<file path="src/rtl/fft_transpose_ctrl_pkg.sv">
// Shared types and limits for the radix-2 -> radix-3/5 transpose buffer sequencer.
package fft_tr_pkg;

   localparam int MAX_N2  = 256;
   localparam int MAX_N35 = 243;
   localparam int ROW_W   = 8;
   localparam int COL_W   = 8;
   localparam int N2_W    = 9;
   localparam int N35_W   = 8;
   localparam int CNT_W   = 16;

   typedef enum logic [1:0] {
      IDLE  = 2'd0,
      FILL  = 2'd1,
      XFER1 = 2'd2,
      XFER2 = 2'd3
   } state_t;

   // A dimension of zero or beyond the buffer size cannot be sequenced.
   function automatic logic cfg_legal(input logic [N2_W-1:0] n2, input logic [N35_W-1:0] n35);
      return (n2 != '0) && (n2 <= N2_W'(MAX_N2)) && (n35 != '0) && (n35 <= N35_W'(MAX_N35));
   endfunction

endpackage

</file>
<file path="src/rtl/fft_transpose_ctrl_if.sv">
// Handshake and buffer-address bundle between the transpose sequencer and its environment.
interface fft_transpose_ctrl_if;
   import fft_tr_pkg::*;

   logic             s_valid;
   logic             s_ready;
   logic             eng_valid;
   logic             eng_ready;
   logic             res_valid;
   logic             out_valid;
   logic             out_ready;
   logic             wr_en;
   logic [ROW_W-1:0] wr_row;
   logic [COL_W-1:0] wr_col;
   logic [ROW_W-1:0] rd_row;
   logic [COL_W-1:0] rd_col;

   modport master (
      input  s_valid, eng_ready, res_valid, out_ready,
      output s_ready, eng_valid, out_valid, wr_en, wr_row, wr_col, rd_row, rd_col
   );

   modport slave (
      output s_valid, eng_ready, res_valid, out_ready,
      input  s_ready, eng_valid, out_valid, wr_en, wr_row, wr_col, rd_row, rd_col
   );

endinterface

</file>
<file path="src/rtl/fft_transpose_ctrl_rc_counter.sv">
// Two-dimensional row/column address counter; row_fast selects which index wraps first.
module rc_counter
   import fft_tr_pkg::*;
(
   input  logic             clk,
   input  logic             rst,
   input  logic             en,
   input  logic             clr,
   input  logic             row_fast,
   input  logic [N2_W-1:0]  n_rows,
   input  logic [N35_W-1:0] n_cols,
   output logic [ROW_W-1:0] row,
   output logic [COL_W-1:0] col,
   output logic             last
);

   logic row_end;
   logic col_end;

   assign row_end = ({1'b0, row} == (n_rows - 9'd1));
   assign col_end = (col == (n_cols - 8'd1));
   assign last    = row_end && col_end;

   // Wrapping to zero after the last point leaves the counter ready for the next pass.
   always_ff @(posedge clk or negedge rst) begin
      if (!rst) begin
         row <= '0;
         col <= '0;
      end else if (clr) begin
         row <= '0;
         col <= '0;
      end else if (en) begin
         if (last) begin
            row <= '0;
            col <= '0;
         end else if (row_fast) begin
            if (row_end) begin
               row <= '0;
               col <= col + 8'd1;
            end else begin
               row <= row + 8'd1;
            end
         end else begin
            if (col_end) begin
               col <= '0;
               row <= row + 8'd1;
            end else begin
               col <= col + 8'd1;
            end
         end
      end
   end

endmodule

</file>
<file path="src/rtl/fft_transpose_ctrl.sv">
// Sequencer for the N2 x N35 transpose buffer: fill column-major, run the radix-3/5
// engine row-major with in-place write-back, then drain column-major downstream.
module fft_transpose_ctrl
   import fft_tr_pkg::*;
(
   input  logic                 clk,
   input  logic                 rst,
   input  logic                 start,
   input  logic [N2_W-1:0]      cfg_n2,
   input  logic [N35_W-1:0]     cfg_n35,
   fft_transpose_ctrl_if.master bus,
   output logic                 busy,
   output logic                 done,
   output logic                 cfg_err,
   output logic                 proto_err
);

   state_t             state;
   logic [N2_W-1:0]    n2_q;
   logic [N35_W-1:0]   n35_q;
   logic [CNT_W-1:0]   pending;
   logic               s_ready_q;
   logic               eng_valid_q;
   logic               out_valid_q;

   logic               go;
   logic               fill_hs;
   logic               issue_hs;
   logic               res_acc;
   logic               out_hs;

   logic [ROW_W-1:0]   fill_row, iss_row, col_row, out_row;
   logic [COL_W-1:0]   fill_col, iss_col, col_col, out_col;
   logic               fill_last, iss_last, col_last, out_last;

   assign go       = (state == IDLE) && start && cfg_legal(cfg_n2, cfg_n35);
   assign fill_hs  = bus.s_valid && s_ready_q;
   assign issue_hs = eng_valid_q && bus.eng_ready;
   // A result is only taken while one is outstanding, so collect can never overtake issue.
   assign res_acc  = (state == XFER1) && bus.res_valid && (pending != '0);
   assign out_hs   = out_valid_q && bus.out_ready;

   assign bus.s_ready   = s_ready_q;
   assign bus.eng_valid = eng_valid_q;
   assign bus.out_valid = out_valid_q;
   assign bus.wr_en     = fill_hs || res_acc;

   rc_counter u_fill (
      .clk(clk), .rst(rst), .en(fill_hs), .clr(go), .row_fast(1'b1),
      .n_rows(n2_q), .n_cols(n35_q), .row(fill_row), .col(fill_col), .last(fill_last)
   );

   rc_counter u_issue (
      .clk(clk), .rst(rst), .en(issue_hs), .clr(go), .row_fast(1'b0),
      .n_rows(n2_q), .n_cols(n35_q), .row(iss_row), .col(iss_col), .last(iss_last)
   );

   rc_counter u_collect (
      .clk(clk), .rst(rst), .en(res_acc), .clr(go), .row_fast(1'b0),
      .n_rows(n2_q), .n_cols(n35_q), .row(col_row), .col(col_col), .last(col_last)
   );

   rc_counter u_output (
      .clk(clk), .rst(rst), .en(out_hs), .clr(go), .row_fast(1'b1),
      .n_rows(n2_q), .n_cols(n35_q), .row(out_row), .col(out_col), .last(out_last)
   );

   always_comb begin
      bus.wr_row = '0;
      bus.wr_col = '0;
      bus.rd_row = '0;
      bus.rd_col = '0;
      case (state)
         FILL: begin
            bus.wr_row = fill_row;
            bus.wr_col = fill_col;
         end
         XFER1: begin
            bus.wr_row = col_row;
            bus.wr_col = col_col;
            bus.rd_row = iss_row;
            bus.rd_col = iss_col;
         end
         XFER2: begin
            bus.rd_row = out_row;
            bus.rd_col = out_col;
         end
         default: ;
      endcase
   end

   always_ff @(posedge clk or negedge rst) begin
      if (!rst) begin
         pending <= '0;
      end else if (go) begin
         pending <= '0;
      end else begin
         case ({issue_hs, res_acc})
            2'b10:   pending <= pending + 16'd1;
            2'b01:   pending <= pending - 16'd1;
            default: pending <= pending;
         endcase
      end
   end

   // Every handshake valid is a flop set/cleared alongside the state, so no ready
   // input reaches its valid output combinationally.
   always_ff @(posedge clk or negedge rst) begin
      if (!rst) begin
         state       <= IDLE;
         n2_q        <= '0;
         n35_q       <= '0;
         s_ready_q   <= 1'b0;
         eng_valid_q <= 1'b0;
         out_valid_q <= 1'b0;
         busy        <= 1'b0;
         done        <= 1'b0;
         cfg_err     <= 1'b0;
         proto_err   <= 1'b0;
      end else begin
         done    <= 1'b0;
         cfg_err <= 1'b0;
         if (bus.res_valid && !res_acc && (state != IDLE)) begin
            proto_err <= 1'b1;
         end
         case (state)
            IDLE: begin
               if (start) begin
                  n2_q      <= cfg_n2;
                  n35_q     <= cfg_n35;
                  proto_err <= 1'b0;
                  if (cfg_legal(cfg_n2, cfg_n35)) begin
                     state     <= FILL;
                     s_ready_q <= 1'b1;
                     busy      <= 1'b1;
                  end else begin
                     cfg_err <= 1'b1;
                  end
               end
            end
            FILL: begin
               if (fill_hs && fill_last) begin
                  state       <= XFER1;
                  s_ready_q   <= 1'b0;
                  eng_valid_q <= 1'b1;
               end
            end
            XFER1: begin
               if (issue_hs && iss_last) begin
                  eng_valid_q <= 1'b0;
               end
               if (res_acc && col_last) begin
                  state       <= XFER2;
                  out_valid_q <= 1'b1;
               end
            end
            XFER2: begin
               if (out_hs && out_last) begin
                  state       <= IDLE;
                  out_valid_q <= 1'b0;
                  busy        <= 1'b0;
                  done        <= 1'b1;
               end
            end
            default: state <= IDLE;
         endcase
      end
   end

endmodule

</file>
<file path="src/flat_wrapper.sv">
// flat-port wrapper written by rule: the top's interface ports become plain ports
module fft_transpose_ctrl_flat import fft_tr_pkg::*;
  (clk, rst, start, cfg_n2, cfg_n35, busy, done, cfg_err, proto_err, bus_s_valid, bus_eng_ready, bus_res_valid, bus_out_ready, bus_s_ready, bus_eng_valid, bus_out_valid, bus_wr_en, bus_wr_row, bus_wr_col, bus_rd_row, bus_rd_col);
  fft_transpose_ctrl_if bus_i ();
  input  logic clk;
  input  logic rst;
  input  logic start;
  input  logic [N2_W-1:0] cfg_n2;
  input  logic [N35_W-1:0] cfg_n35;
  output logic busy;
  output logic done;
  output logic cfg_err;
  output logic proto_err;
  input wire logic [$bits(bus_i.s_valid)-1:0] bus_s_valid;
  input wire logic [$bits(bus_i.eng_ready)-1:0] bus_eng_ready;
  input wire logic [$bits(bus_i.res_valid)-1:0] bus_res_valid;
  input wire logic [$bits(bus_i.out_ready)-1:0] bus_out_ready;
  output wire logic [$bits(bus_i.s_ready)-1:0] bus_s_ready;
  output wire logic [$bits(bus_i.eng_valid)-1:0] bus_eng_valid;
  output wire logic [$bits(bus_i.out_valid)-1:0] bus_out_valid;
  output wire logic [$bits(bus_i.wr_en)-1:0] bus_wr_en;
  output wire logic [$bits(bus_i.wr_row)-1:0] bus_wr_row;
  output wire logic [$bits(bus_i.wr_col)-1:0] bus_wr_col;
  output wire logic [$bits(bus_i.rd_row)-1:0] bus_rd_row;
  output wire logic [$bits(bus_i.rd_col)-1:0] bus_rd_col;
  assign bus_i.s_valid = bus_s_valid;
  assign bus_i.eng_ready = bus_eng_ready;
  assign bus_i.res_valid = bus_res_valid;
  assign bus_i.out_ready = bus_out_ready;
  assign bus_s_ready = bus_i.s_ready;
  assign bus_eng_valid = bus_i.eng_valid;
  assign bus_out_valid = bus_i.out_valid;
  assign bus_wr_en = bus_i.wr_en;
  assign bus_wr_row = bus_i.wr_row;
  assign bus_wr_col = bus_i.wr_col;
  assign bus_rd_row = bus_i.rd_row;
  assign bus_rd_col = bus_i.rd_col;
  fft_transpose_ctrl u_core (.clk(clk), .rst(rst), .start(start), .cfg_n2(cfg_n2), .cfg_n35(cfg_n35), .bus(bus_i), .busy(busy), .done(done), .cfg_err(cfg_err), .proto_err(proto_err));
endmodule
</file>
<file path="config.mk">
export PLATFORM = sky130hd
export DESIGN_NAME = fft_transpose_ctrl_flat
export DESIGN_NICKNAME = d
export VERILOG_FILES = /design/src/rtl/fft_transpose_ctrl_pkg.sv /design/src/rtl/fft_transpose_ctrl_if.sv /design/src/rtl/fft_transpose_ctrl_rc_counter.sv /design/src/rtl/fft_transpose_ctrl.sv /design/src/flat_wrapper.sv
export SDC_FILE = /design/constraint.sdc
export NUM_CORES = 1
export LEC_CHECK = 0
export CORE_ASPECT_RATIO = 0.5
export CORE_MARGIN = 3
export CORE_UTILIZATION = 60
export CTS_CLUSTER_SIZE = 12
export DETAILED_ROUTE_END_ITERATION = 7
export PLACE_DENSITY = 0.86
export SYNTH_ARGS = -nofsm -noshare
export SYNTH_HDL_FRONTEND = slang
export SYNTH_SLANG_ARGS = --single-unit
</file>
<file path="constraint.sdc">
create_clock -name clk -period 4 [get_ports clk]
set_clock_uncertainty 0.1 [all_clocks]
set_input_delay 1 -clock clk [delete_from_list [all_inputs] [get_ports clk]]
set_output_delay 1 -clock clk [all_outputs]
set_load 0.05 [all_outputs]
</file>
==> run summary, run 1 <==
Delay-heaviest family, CP: compound AO/OA/AOI/OAI gates
RSZ-0062 raised after global routing: no
Buf/Inv on CP: 5
Max cap viols: 0
Die area: 15,110 sq um
CTS Hold Buffers Added: 0
Mapped Area: 8152 sq um
Placement Cell Area: 9200 sq um
CP max-delay cell: clkdlybuf4s50_1
Slew headroom: 38.68%
Largest net degree at the start of global routing: 68
Gp weighted congestion: 0.9671
Synth warn: 0
Core Box Area: 12,950 sq um
Die H: 88.42 um
Placed cells: 1,136
Status: complete, no violations
Leak: 4.472 nW
1st-pass router iterations: 5
Finished Layout Cells: 1,153
Arrival @ worst endpoint: 4.01 ns
Fin crit share: 96.59%
Worst skew pair latency: 0.36 ns
Pre-CTS WS: -0.4497 ns
P&R area growth vs syn: 17.44%
Power Total: 2.120 mW
Critical Path Stages: 16
Layout cells sized above 1: 17.90%
Worst Path Max Fanout: 5
Final setup viols: 0
Num rows: 29
Fin nets: 1,033
Gr ovfl total: 0
Antenna viol nets, final: 0
Min cycle time layout: 3.863 ns
Detailed placement HPWL: 16,230 um
Vias per cell: 6.343
Worst-margin pin slew: 0.9198 ns
Routed vias: 7,313
CP endpoint kind: flip-flop
Antenna diode count: 0
First-pass GRT wire length: 36,740 um
Pwr/cell area: 221.5 nW/um^2
Reg2Reg Depth: 15
I/O Buffers: 63
Fmax achieved: 258.8 MHz
CP cell instances: clkdlybuf4s50_1 > inv_1 > a41oi_2 > nand2_2 > inv_2 > ha_4 > buf_4 > ha_1 > inv_1 > o32ai_2 > a21oi_2 > a311oi_2 > nor3_2 > o21ai_1 > or3b_2 > mux2i_1
Die Span X: 170.8 um
Gr usage total: 30.59%
Clk sinks: 106
Vias in the first global route: 7,160
Clock Tree Root: clkbuf_16
Initial antenna violation count: 0
Synthesized flop and latch total: 106
Worst hold stages: 1
Detailed-route DRC error count: 0
CTS max path bufs: 2
Slew Viols, Final: 0
Number of synthesized flops with an enable pin: 0
Worst hold path class: reg -> reg
Final core occ: 73.90%
Max VDD drop: 0.0001475 V
Number of H-tree levels: 3
WL/cell: 19.28 um
CTS tree: done
Final WS setup: 0.1365 ns
Ys async rst share: 100.0%
Final WL: 22,230 um
Required @ worst endpoint: 4.15 ns
Setup crit start kind: primary input
Netlist cell types: 81
Starting density of the core: 62.93%
Post-synthesis sequential area ratio: 32.54%
Syn nets: 943
Clock buffer count from CTS: 9
Mean post-synth cell area: 9.180 sq um
Top FF cell, synth: dfrtp_1
Final instance area: 9573 sq um
Setup CP Type: in -> reg
Syn Inst Count: 888
Fin. Hold Viols: 0
Initial DRC count: 802
I/O pins: 64
CP peak stage delay: 0.51 ns
CTS clk-pin slew, worst paths: 0.07 ns
Most used cell, CP: inv_1
## metal layers
| layer | vias to the layer above | share of wire, % | track usage (%) |
|---|---|---|---|
| met2 | 296 | 47 | 50.16 |
| met5 | - | 0 | 0 |
| met3 | 44 | 7.2 | 4.418 |
| met4 | 0 | 1.8 | 8.540 |
| met1 | 3576 | 44 | 43.17 |
| li1 | 3397 | - | - |
## timing repair
| item | CTS | global route |
|---|---|---|
| resized for setup | 6 | 12 |
| buffers inserted | 0 | 1 |
| setup endpoints to repair | 1 | 3 |
| gates cloned | 0 | 0 |
| pin swaps | 1 | 3 |
## worst paths after layout
path	startpoint	end	slack, ns
worst min-delay path	u_core.proto_err	u_core.proto_err	0.44
worst max register to register	u_core.pending[10]	u_core.pending[15]	0.29
min in group asynchronous	rst	u_core.u_output.col[5]	0.65
worst min register to register	u_core.proto_err	u_core.proto_err	0.44
worst max-delay path	bus_res_valid	u_core.pending[15]	0.14
max in group asynchronous	rst	u_core.u_issue.row[6]	2.26
## flip-flops by register name (all words and copies together) (netlist names)
signal	count
u_core.done	1
u_core.cfg_err	1
u_core.u_fill.col	8
u_core.proto_err	1
u_core.u_collect.row	8
u_core.u_collect.col	8
u_core.busy	1
u_core.u_issue.row	8
u_core.state	2
u_core.u_issue.col	8
u_core.u_fill.row	8
u_core.bus.out_valid	1
u_core.u_output.row	8
u_core.bus.eng_valid	1
u_core.pending	16
u_core.bus.s_ready	1
u_core.n35_q	8
u_core.n2_q	9
u_core.u_output.col	8
## metrics by stage
stage          hold WS [ns]  TNS [ns]
3_5_place_dp         0.4300    -1.587
6_report             0.4370         0
4_1_cts              0.4451         0
5_1_grt              0.4733         0
3_3_place_gp         0.4181   -0.5421
2_1_floorplan        0.3920         0
## final cells by class
| class | instances | area, sq um |
|---|---|---|
| Tap cell | 170 | 212.7 |
| Fill cell | 925 | 3381 |
| Clock buffer | 11 | 232.7 |
| Multi-Input combinational cell | 698 | 5258 |
| Clock inverter | 5 | 37.54 |
| Sequential cell | 106 | 2653 |
| Timing Repair Buffer | 124 | 1033 |
| Inverter | 39 | 146.4 |
## Yosys cell counts (19+ instances only)
master    number  area share, %
mux2_2        19            2.6
nand2_1       52            2.4
and3_1        27            2.1
xor2_1        19            2.0
clkbuf_1      23            1.1
ha_1          30            4.6
nor2b_1       32            2.5
nor3_1        23            1.4
dfrtp_1      106             33
a21oi_1       43            2.6
xnor2_1       51            5.5
nor2_1        54            2.5
nand3_1       32            2.0
o21ai_0       51            3.1
inv_1         39            1.8
a22o_1        21            2.3
## power by group
group / switching, mW / leakage [nW] / total [mW] / internal [mW]
clock: 0.425 / 0.127 / 0.853 / 0.427
sequential: 0.0374 / 1.42 / 1.13 / 1.09
combinational: 0.0721 / 2.93 / 0.139 / 0.0669
total: 0.535 / 4.47 / 2.12 / 1.59
## kinds of logic (layout without fill, tap and decap cells)
logic type               count (synthesis)  after routing  synth area share [%]
AO/OA/AOI/OAI                          219            219                 17.68
flip-flops                             106            106                 32.54
multiplexers                            28             28                 3.745
adder cells (fa/ha/maj)                 32             32                 4.973
buffers and inverters                   84            179                 4.190
XOR/XNOR                                92             92                 13.29
AND/OR/NAND/NOR                        327            327                 23.58
## layout by cell type, fill, tap and decap left out, types with 8 or more instances in the layout
cell,count
a21o_1,16
a21oi_1,41
a22o_1,21
a22oi_1,18
and3_1,27
buf_4,87
clkbuf_16,9
clkdlybuf4s50_1,36
dfrtp_1,106
ha_1,26
inv_1,38
mux2_2,19
mux2i_1,8
nand2_1,51
nand2b_1,12
nand3_1,32
nand3b_1,8
nand4_1,10
nor2_1,53
nor2b_1,30
nor3_1,21
nor3b_1,10
nor4_1,12
o21ai_0,50
o21ai_1,14
o21bai_1,8
or3_1,10
xnor2_1,51
xnor3_1,18
xor2_1,19
Power figures use the tool's default switching activity.
==> run 2: changes to the inputs <==
--- a/config.mk
+++ b/config.mk
@@ -6,11 +6,12 @@
 export NUM_CORES = 1
 export LEC_CHECK = 0
 export CORE_ASPECT_RATIO = 0.5
-export CORE_MARGIN = 3
+export CORE_MARGIN = 1.5
 export CORE_UTILIZATION = 60
 export CTS_CLUSTER_SIZE = 12
 export DETAILED_ROUTE_END_ITERATION = 7
 export PLACE_DENSITY = 0.86
+export SLEW_MARGIN = 20
 export SYNTH_ARGS = -nofsm -noshare
 export SYNTH_HDL_FRONTEND = slang
 export SYNTH_SLANG_ARGS = --single-unit
==> run 2 against run 1 <==
  * Core utilization decreased by 0.058 points
  * Via count is 0.94% higher
  * Total power increased by 7.2%
  * Global-route usage grew 1.6 points
  * Register-to-register slack got worse by 0.09 ns
  * First-iteration DRC count is 8.2% lower
  * Worst setup slack got worse by 0.043 ns
  * Cell count fell by 1.1%
  * Critical path type unchanged
==> run summary, run 2 (same netlist as run 1, synthesis figures left out) <==
Fin nets: 1,020 (-1.3%)
Slew headroom: 47.61% (+8.9 points)
Reg2Reg Depth: 15 (unchanged)
Setup crit start kind: primary input
Arrival @ worst endpoint: 4.05 ns (+0.04 ns)
Vias per cell: 6.475 (+2.1%)
Detailed-route DRC error count: 0 (unchanged)
Min cycle time layout: 3.907 ns (+0.04326 ns)
Fin. Hold Viols: 0 (unchanged)
Largest net degree at the start of global routing: 59 (-13%)
Setup TNS: 0 ns (unchanged)
CTS max path bufs: 2 (unchanged)
Routed vias: 7,382 (+0.94%)
Final WS setup: 0.09328 ns (-0.04326 ns)
Most common cell after layout, fill and taps aside: dfrtp_1
Core Box Area: 12,950 sq um (unchanged)
Die Span X: 167.8 um (-1.8%)
Detailed placement HPWL: 15,780 um (-2.8%)
Layout cells sized above 1: 16.19% (-1.7 points)
Worst skew pair latency: 0.36 ns (about the same)
CTS Hold Buffers Added: 0 (unchanged)
Placement Cell Area: 9145 sq um (-0.60%)
Gr ovfl total: 0 (unchanged)
Initial antenna violation count: 0 (unchanged)
Fin crit share: 97.67% (+1.1 points)
Num rows: 29 (unchanged)
Reg2reg start: u_core.pending[9]
CTS tree: done
Final WL: 22,410 um (+0.81%)
First-pass GRT wire length: 36,410 um (-0.88%)
CP max-delay cell: clkdlybuf4s50_1
I/O Buffers: 63 (unchanged)
WL/cell: 19.66 um (+2.0%)
CP cell instances: clkdlybuf4s50_1 > inv_1 > a41oi_2 > nand2_2 > inv_2 > ha_4 > buf_4 > ha_4 > nand2_1 > o32ai_2 > a21oi_2 > a311oi_2 > nor3_2 > o21ai_0 > or3b_2 > mux2i_1
Clock buffer count from CTS: 9 (unchanged)
Fmax achieved: 256.0 MHz (-1.1%)
Initial DRC count: 736 (-8.2%)
Worst setup path startpoint: bus_res_valid
Die H: 85.42 um (-3.4%)
Delay-heaviest family, CP: compound AO/OA/AOI/OAI gates
1st-pass router iterations: 5 (unchanged)
Leak: 4.434 nW (-0.84%)
R2r setup slk: 0.20 ns (-0.09 ns)
Top Registers: u_core.pending (16), u_core.n2_q (9)
Final setup viols: 0 (unchanged)
Antenna diode count: 0 (unchanged)
Worst hold path class: reg -> reg
CP endpoint: u_core.pending[15]
Pre-CTS WS: -0.3806 ns (+0.06909 ns)
Most used cell, CP: ha_4
Most frequent cells in the layout: dfrtp_1 (106), buf_4 (68), nor2_1 (53)
Clk sinks: 106 (unchanged)
Die area: 14,340 sq um (-5.1%)
CP endpoint kind: flip-flop
Number of H-tree levels: 3 (unchanged)
Gp weighted congestion: 0.9855 (+1.9%)
Final instance area: 9565 sq um (about the same)
Biggest register: u_core.pending
Pwr/cell area: 237.7 nW/um^2 (+7.3%)
Vias in the first global route: 7,129 (-0.43%)
Starting density of the core: 62.93% (unchanged)
Max FFs per register: 16 (unchanged)
Gr usage total: 32.20% (+1.6 points)
Max cap viols: 0 (unchanged)
Worst Path Max Fanout: 4 (-1)
I/O pins: 64 (unchanged)
P&R area growth vs syn: 17.34% (about the same)
Worst-margin pin slew: 0.7859 ns (-0.1339 ns)
Clock Tree Root: clkbuf_16
CTS clk-pin slew, worst paths: 0.07 ns (about the same)
Slew Viols, Final: 0 (unchanged)
Required @ worst endpoint: 4.15 ns (about the same)
Buf/Inv on CP: 4 (-1)
Critical Path Stages: 16 (unchanged)
Reg2reg end: u_core.pending[15]
Status: complete, no violations
Max VDD drop: 0.0001835 V (+24%)
CP peak stage delay: 0.51 ns (about the same)
Setup CP Type: in -> reg
Antenna viol nets, final: 0 (unchanged)
==> run 2: cell count changes in the layout (fill, tap and decap cells not counted), sizes merged <==
cell / delta
buf: -17
clkdlybuf4s50: +4
bufinv: +2
clkinvlp: -1
inv: -1
==> run 2: worst min-delay path by stage <==
stage          slack (ns)               endpoint                   from  depth (start not counted)
2_1_floorplan        0.39  u_core.u_issue.col[3]  u_core.u_issue.col[3]                          1
3_3_place_gp         0.42       u_core.proto_err       u_core.proto_err                          1
3_5_place_dp         0.43       u_core.proto_err       u_core.proto_err                          1
4_1_cts              0.45       u_core.proto_err       u_core.proto_err                          1
5_1_grt              0.48       u_core.proto_err       u_core.proto_err                          1
6_report             0.45     u_core.pending[15]     u_core.pending[15]                          2
==> run 2: metrics by stage <==
step                std cells  utilization (%)  total power [mW]  hold WS (ns)
finish                   1140            73.84             2.274        0.4488
global route             1140            73.84             2.337        0.4756
CTS                      1140            73.24             2.268        0.4475
detailed placement       1124            70.60             1.286        0.4330
global placement         1124            70.60             1.282        0.4181
floorplan                 888                -             1.209        0.3920
==> run 2: repair_timing <==
| action | in CTS | in global routing |
|---|---|---|
| endpoints found under the setup margin | 1 | 3 |
| pin swaps | 0 | 4 |
| setup buffers | 0 | 0 |
| resized for setup | 3 | 12 |
==> run 2: layout make-up <==
cell class                 instances  area [sq um]
clock inverter                     5         85.08
clock buffer                      11         242.7
inverter                          39         146.4
multi-input combinational        698          5255
sequential                       106          2653
tap                              170         212.7
fill                             916          3388
timing repair buffer             111         970.9
==> run 2: routing by layer <==
metal,global-route usage [%],vias up,share of wire [%]
met2,52.88,348,47
met4,9.582,0,2.4
met3,6.250,63,8.1
li1,-,3379,-
met1,43.71,3592,43
met5,0,-,0
==> run 2: power by group <==
part           internal (mW)  total (mW)  switching (mW)
logic                 0.0678       0.139          0.0714
registers               1.09        1.13          0.0358
clock network          0.571        1.01           0.436
total                   1.73        2.27           0.544
==> run 2: worst register-to-register path, stage by stage (launching register included) <==
cell and delay (ns):
dfrtp_1 0.40, nor4_1 0.51, a41oi_2 0.23, nand2_2 0.14
inv_2 0.06, ha_4 0.17, buf_4 0.16, ha_4 0.28
nand2_1 0.10, o32ai_2 0.31, a21oi_2 0.08, a311oi_2 0.34
nor3_2 0.08, o21ai_0 0.15, or3b_2 0.47, mux2i_1 0.13
